<file path="src/rtl/vga_sync_decoder.sv">
// vga_sync_decoder: recovers pixel coordinates and lock status from 800x525 VGA sync inputs
module vga_sync_decoder (
  input  logic       i_clk,
  input  logic       i_rst,
  input  logic       i_pix_stb,
  input  logic       i_hs,
  input  logic       i_vs,
  output logic [9:0] o_x,
  output logic [8:0] o_y,
  output logic       o_active,
  output logic       o_locked,
  output logic       o_frame_stb,
  output logic       o_err,
  output logic [7:0] o_err_cnt
);
  typedef enum logic [1:0] {UNLOCKED, ACQUIRE, LOCKED} state_t;
  state_t state_q, state_d;
  logic hs_q, vs_q, pend_q, pend_d, err_d;
  logic [9:0] hc_q, hc_d, vc_q, vc_d, x_q;
  logic [8:0] y_q;
  logic act_q, fs_q, err_q;
  logic [7:0] cnt_q;
  logic hs_fall, vs_fall, frame_start, bad, ovf, win;
  assign hs_fall = i_pix_stb && hs_q && !i_hs;
  assign vs_fall = i_pix_stb && vs_q && !i_vs;
  assign frame_start = hs_fall && (pend_q || vs_fall);
  assign bad = (hs_fall && hc_q != 10'd799) || (frame_start && vc_q != 10'd524);
  assign ovf = i_pix_stb && ((&hc_q) || (&vc_q));
  assign win = hc_q >= 10'd144 && hc_q <= 10'd783 && vc_q >= 10'd35 && vc_q <= 10'd514;
  always_comb begin
    hc_d = hs_fall ? '0 : (i_pix_stb && !(&hc_q)) ? hc_q + 10'd1 : hc_q;
    vc_d = frame_start ? '0 : (hs_fall && !(&vc_q)) ? vc_q + 10'd1 : vc_q;
    pend_d = !hs_fall && (vs_fall || pend_q);
    state_d = state_q;
    err_d = 1'b0;
    case (state_q)
      UNLOCKED: state_d = frame_start ? ACQUIRE : UNLOCKED;
      ACQUIRE:  state_d = bad ? UNLOCKED : frame_start ? LOCKED : ACQUIRE;
      LOCKED: begin
        err_d = bad || ovf;
        state_d = err_d ? UNLOCKED : LOCKED;
      end
      default: state_d = UNLOCKED;
    endcase
  end
  always_ff @(posedge i_clk or posedge i_rst) begin
    if (i_rst) begin
      hs_q    <= 1'b1;
      vs_q    <= 1'b1;
      pend_q  <= 1'b0;
      hc_q    <= '0;
      vc_q    <= '0;
      state_q <= UNLOCKED;
      x_q     <= '0;
      y_q     <= '0;
      act_q   <= 1'b0;
      fs_q    <= 1'b0;
      err_q   <= 1'b0;
      cnt_q   <= '0;
    end else begin
      if (i_pix_stb) begin
        hs_q <= i_hs;
        vs_q <= i_vs;
      end
      pend_q  <= pend_d;
      hc_q    <= hc_d;
      vc_q    <= vc_d;
      state_q <= state_d;
      fs_q    <= frame_start;
      err_q   <= err_d;
      cnt_q   <= cnt_q + {7'd0, err_d && !(&cnt_q)};
      // coordinates are taken from the already-updated counters, one clock behind the strobe
      x_q     <= win ? hc_q - 10'd144 : '0;
      y_q     <= win ? vc_q[8:0] - 9'd35 : '0;
      act_q   <= win && state_q == LOCKED;
    end
  end
  assign o_x = x_q;
  assign o_y = y_q;
  assign o_active = act_q;
  assign o_locked = state_q == LOCKED;
  assign o_frame_stb = fs_q;
  assign o_err = err_q;
  assign o_err_cnt = cnt_q;
endmodule
</file>
<file path="config.mk">
export PLATFORM = sky130hd
export DESIGN_NAME = vga_sync_decoder
export DESIGN_NICKNAME = d
export VERILOG_FILES = /design/src/rtl/vga_sync_decoder.sv
export SDC_FILE = /design/constraint.sdc
export NUM_CORES = 1
export LEC_CHECK = 0
export ABC_AREA = 1
export BUFFER_PORTS_ARGS = -buffer_cell sky130_fd_sc_hd__buf_2
export CORE_AREA = 2 2 82 65
export DETAILED_ROUTE_END_ITERATION = 8
export DIE_AREA = 0 0 84 67
export GPL_TIMING_DRIVEN = 0
export PLACE_DENSITY = 0.81
export SLEW_MARGIN = 20
export SYNTH_ARGS = -nofsm -noshare
export SYNTH_HDL_FRONTEND = slang
export SYNTH_SLANG_ARGS = --single-unit
</file>
<file path="constraint.sdc">
create_clock -name i_clk -period 7.1 [get_ports i_clk]
set_clock_uncertainty 0.2 [all_clocks]
set_input_delay 2.13 -clock i_clk [delete_from_list [all_inputs] [get_ports i_clk]]
set_output_delay 2.13 -clock i_clk [all_outputs]
set_load 0.02 [all_outputs]
</file>
* Word level (Yosys, flattened, before mapping) *
Index checks and enable logic that the tools add are counted.

storage, ports and cells
  bits in registers = 55
  logic and storage cells = 69
  bits of input ports = 5
  output and inout bits = 31

cells by class
  $lt $le $gt $ge = 4
  equal/unequal tests = 4
  reduce and logical (&&, ||, !) cells = 32
  $add $sub $neg = 5
  mux-type cells = 12

operator list
  operator               count
  $mux 10                5
  $add 10x1->10 const B  2
  $le 10x10->1 const B   2
  $ne 10x10->1 const B   2
  $reduce_and 10->1      2
  $logic_and 1x1->1      16
  $ge 10x6->1 const B    1
  $ge 10x8->1 const B    1
  $sub 10x8->10 const B  1
  $mux 9                 1
  $sub 9x6->9 const B    1
  $add 8x1->8            1
  $reduce_and 8->1       1
  $logic_not 1->1        6
  $mux 2                 3
  $pmux 2 s3             1
  $logic_or 1x1->1       4
  $reduce_bool 2->1      2
  $eq 2x1->1 const B     1
  $eq 2x2->1 const B     1
  $logic_not 2->1        1
  $mux 1                 2

* Longest topological paths before layout *
  depth after elaboration = 10
  gate-level depth with buffers = 15
  depth with buffers taken out = 15

* Worst setup path before layout *
Ideal clock, no wire load.

  path type = input port to flip-flop
  start = input i_pix_stb
  end = register cnt_q[7] (netlist: o_err_cnt[7])
  data required time = 6,820 ps
  path slack = 3,243 ps
  cell stages on the path = 14
  buffers on the path = 0
  arrival = 3,577 ps
  library setup time = 80 ps
  cell sequence = inv_2 > nor2_4 > nand2_4 > a21oi_4 > nand2_1 > nand3_1 > nand2_1 > nor2_1 > ha_1 > nand3_1 > nor2_1 > nand2_1 > nor3_1 > xor2_1

between the ends
  word-level cells in the longest chain between the ends = 10
  elaborated cells between the ends (all ways) = 14
  those cells by class = add/sub: 1; mux: 1; reduce/logical: 12

ends and longest elaborated chain
  what                            line  source
  start, declared                 5     input logic i_pix_stb,
  $logic_and 1x1->1 (2 in a row)  25    assign vs_fall = i_pix_stb && vs_q && !i_vs;
  $logic_or 1x1->1                26    assign frame_start = hs_fall && (pend_q || vs_fall);
  $logic_and 1x1->1 *             26
  net frame_start                 23    logic hs_fall, vs_fall, frame_start, bad, ovf, win;
  $logic_and 1x1->1 *             27    assign bad = (hs_fall && hc_q != 10'd799) || (frame_start && vc_q != 10'd524);
  $logic_or 1x1->1 *              27
  $logic_or 1x1->1 *              40    err_d = bad || ovf;
  $mux 1 *                        36    case (state_q)
  $logic_and 1x1->1 *             71    cnt_q <= cnt_q + {7'd0, err_d && !(&cnt_q)};
  $add 8x1->8 *                   71
  end signal, assigned            71
  end, declared                   22    logic [7:0] cnt_q;

Mark *: on every way through the listed nets, which the timed path passes. The rest lies on a longest branch.
A chain may end at the register's enable or synchronous reset.

* Worst setup path in the final report *
Same ends and word-level chain as after synthesis.

==> flow_summary.ini <==
[cts]
cts_setup_buffers = 0
cts_tree = built
numCtsBuffers = 5
hold_buffers = 0
post_cts_resized = 0
path_clk_slew_ns = 0.10
htreeDepth = 2
clk_latency_ns = 0.30
clock_sinks = 55
cts_root_buffer = clkbuf_8
ctsLongestPathBuffers = 2

[sta]
tns_ns = 0
setup_viol = 0
setup_slack_ns = 3.138
grt_setup_unrepaired = false
finalCriticalPeriod_ns = 3.962
timing.hold.ws_ns = 0.2968
timing.final.crit_share = 0.5580
timing.max_slew.rel_slack = 0.5698
fmax_mhz = 252.4
hold_violations = 0
slew_violations = 0
tightest_slew_ns = 0.6453

[route]
drt-vias-per-instance = 5.396
vias = 2385
wirelength_um = 5763
firstDrtPassIters = 5
remaining_drc_errors = 0
drtAntennaViolNets = 0
wl_per_cell_um = 13.04
first_iter_violations = 282

[global_route]
grt_pass1_vias = 2258
antenna_found_initial = 0
grt_use_total = 0.2296
grt_pass1_wl_um = 10170
gr-total-overflow = 0
grt_max_degree = 56

[setup_path]
path_cells = buf_2 > inv_2 > nor2_4 > nand2_4 > a21oi_4 > nand2_1 > nand3_1 > nand2_1 > nor2_1 > ha_1 > nand3_1 > nor2_1 > nand2_1 > nor3_1 > xor2_1
critical_path_arrival_ns = 4.00
critical_path_peak_fanout = 6
cpMostUsedCell = nand2_1
crit_required_ns = 7.13
max_stage_delay_ns = 0.21
path_class = input pin to flip-flop
cp_num_buf_inv = 2
endpoint_kind = flip-flop
critPathLaunchType = input pin
crit_slowest_cell = a21oi_4
cp_top_family = simple AND/OR/NAND/NOR gates

[pwr]
power_mw = 0.6792
power.density_nw_per_um2 = 216.7
peakVddDrop_mv = 0.1360
power_leakage_nw = 1.669

[flow_run]
maxCapViolations = 0

[floorplan]
io_pins = 36
die-height_um = 67
die_w_um = 84
core_area_um2 = 4762
die_area_um2 = 5628
rows = 22
start_util = 0.5862

[place]
place_ws_ns = 2.813
portBuffers = 35
dp_cells = 434
gp_congestion = 0.9540
placed_cell_area_um2 = 3044
hpwl_um = 4213

[cells_and_area]
antenna_cells = 0
fin_util = 0.6582
ff_latch_area_um2 = 1379
area_growth_pct = 12.28
design_area_um2 = 3134
drive_above_1_share = 0.1649
final_nets = 396
final_common_cell = nand2_1
final_cell_mix = nand2_1 (68), nor2_1 (54), dfrtp_1 (53)
nFillCells = 396
fin_cells = 442
multi_input_area_um2 = 1212

[outcome]
status = finished clean

[synth]
syn_area_um2 = 2791
synth-seq-cells = 55
synth-xor-area-share = 0.04079
synth-compound-area-share = 0.07351
synth_top_family_by_area = simple AND/OR/NAND/NOR gates
yosys.area_share.adder = 0.04482
ys_types = 24
yosysWarnings = 0
syn-instance-count = 339
postSynthAreaPerCell_um2 = 8.234
synthSimpleGateAreaFrac = 0.2752
syn-num-nets = 354
seq_area_frac_synth = 0.4939
synth.area.mux_share = 0

[hold_path]
hp-class = flip-flop to flip-flop
cell usage after synthesis:
| master | n | area, um2 |
|---|---|---|
| o21ai_1 | 8 | 40.04 |
| inv_1 | 39 | 146.4 |
| nor3_2 | 1 | 10.01 |
| a21oi_1 | 12 | 60.06 |
| inv_2 | 2 | 7.510 |
| nor3_1 | 3 | 15.01 |
| nand2_4 | 1 | 11.26 |
| dfrtp_1 | 53 | 1326 |
| xor2_1 | 9 | 78.83 |
| a21oi_4 | 1 | 16.27 |
| xnor2_1 | 4 | 35.03 |
| buf_2 | 4 | 20.02 |
| nor2_1 | 54 | 202.7 |
| buf_6 | 1 | 11.26 |
| nand3_1 | 29 | 145.1 |
| nor2_4 | 2 | 22.52 |
| nand4_1 | 14 | 87.58 |
| nor2_2 | 3 | 18.77 |
| o21ai_2 | 1 | 8.760 |
| nand2_1 | 68 | 255.2 |
| dfstp_2 | 2 | 52.55 |
| o21ai_0 | 16 | 80.08 |
| buf_4 | 2 | 15.01 |
| ha_1 | 10 | 125.1 |
worst reg2reg max path, stage by stage (launching register included):
cell     delay [ns]
dfrtp_1        0.49
ha_1           0.26
inv_1          0.08
nor2_2         0.20
nand3_1        0.10
nand2_1        0.06
nand2_1        0.06
nand3_1        0.07
nand2_1        0.10
nor2_1         0.12
ha_1           0.18
nand3_1        0.12
nor2_1         0.10
nand2_1        0.08
nor3_1         0.18
xor2_1         0.16
power by group:
| group | internal (mW) | switching [mW] |
|---|---|---|
| combinational | 0.0489 | 0.0919 |
| clock | 0.0711 | 0.101 |
| sequential | 0.339 | 0.0271 |
| total | 0.459 | 0.220 |
registers in the layout, summed over array words and instances (netlist names):
| register | cells |
|---|---|
| hc_q | 10 |
| hs_q | 1 |
| o_active | 1 |
| o_err | 1 |
| o_err_cnt | 8 |
| o_frame_stb | 1 |
| o_x | 10 |
| o_y | 9 |
| pend_q | 1 |
| state_q | 2 |
| vc_q | 10 |
| vs_q | 1 |
kinds of logic after synthesis:
group	Yosys count
flops	55
buf+inv	48
fa+ha+maj	10
xor+xnor	13
compound gates	38
simple gates	175
final cells by class:
| class | count | share of cell area |
|---|---|---|
| Timing Repair Buffer | 35 | 0.05589 |
| Inverter | 41 | 0.04990 |
| Clock buffer | 6 | 0.02315 |
| Tap cell | 60 | 0.02395 |
| Clock inverter | 2 | 0.005589 |
| Sequential cell | 55 | 0.4399 |
| Multi-Input combinational cell | 236 | 0.3868 |
| Buffer | 7 | 0.01477 |
routing by layer:
layer | wire (um) | GRT usage | part of all wire | vias up
met3 | 370 | 0.04213 | 0.064 | 6
met1 | 2812 | 0.3190 | 0.49 | 1103
met2 | 2525 | 0.3640 | 0.44 | 98
met4 | 55 | 0.08266 | 0.0095 | 0
met5 | 0 | 0 | 0 | -
li1 | - | - | - | 1178
worst paths after layout:
path / from / endpoint / slack (ns) / cells past startpoint
min in group asynchronous: i_rst / o_y[3] / 1.72 / 2
min reg2reg: vs_q / vs_q / 0.30 / 2
min: vs_q / vs_q / 0.30 / 2
max reg2reg: vc_q[0] / o_err_cnt[7] / 4.47 / 15
max in group asynchronous: i_rst / o_err_cnt[1] / 4.56 / 2
max: i_pix_stb / o_err_cnt[7] / 3.14 / 15
Note: power is estimated with default switching activity, not from simulation.
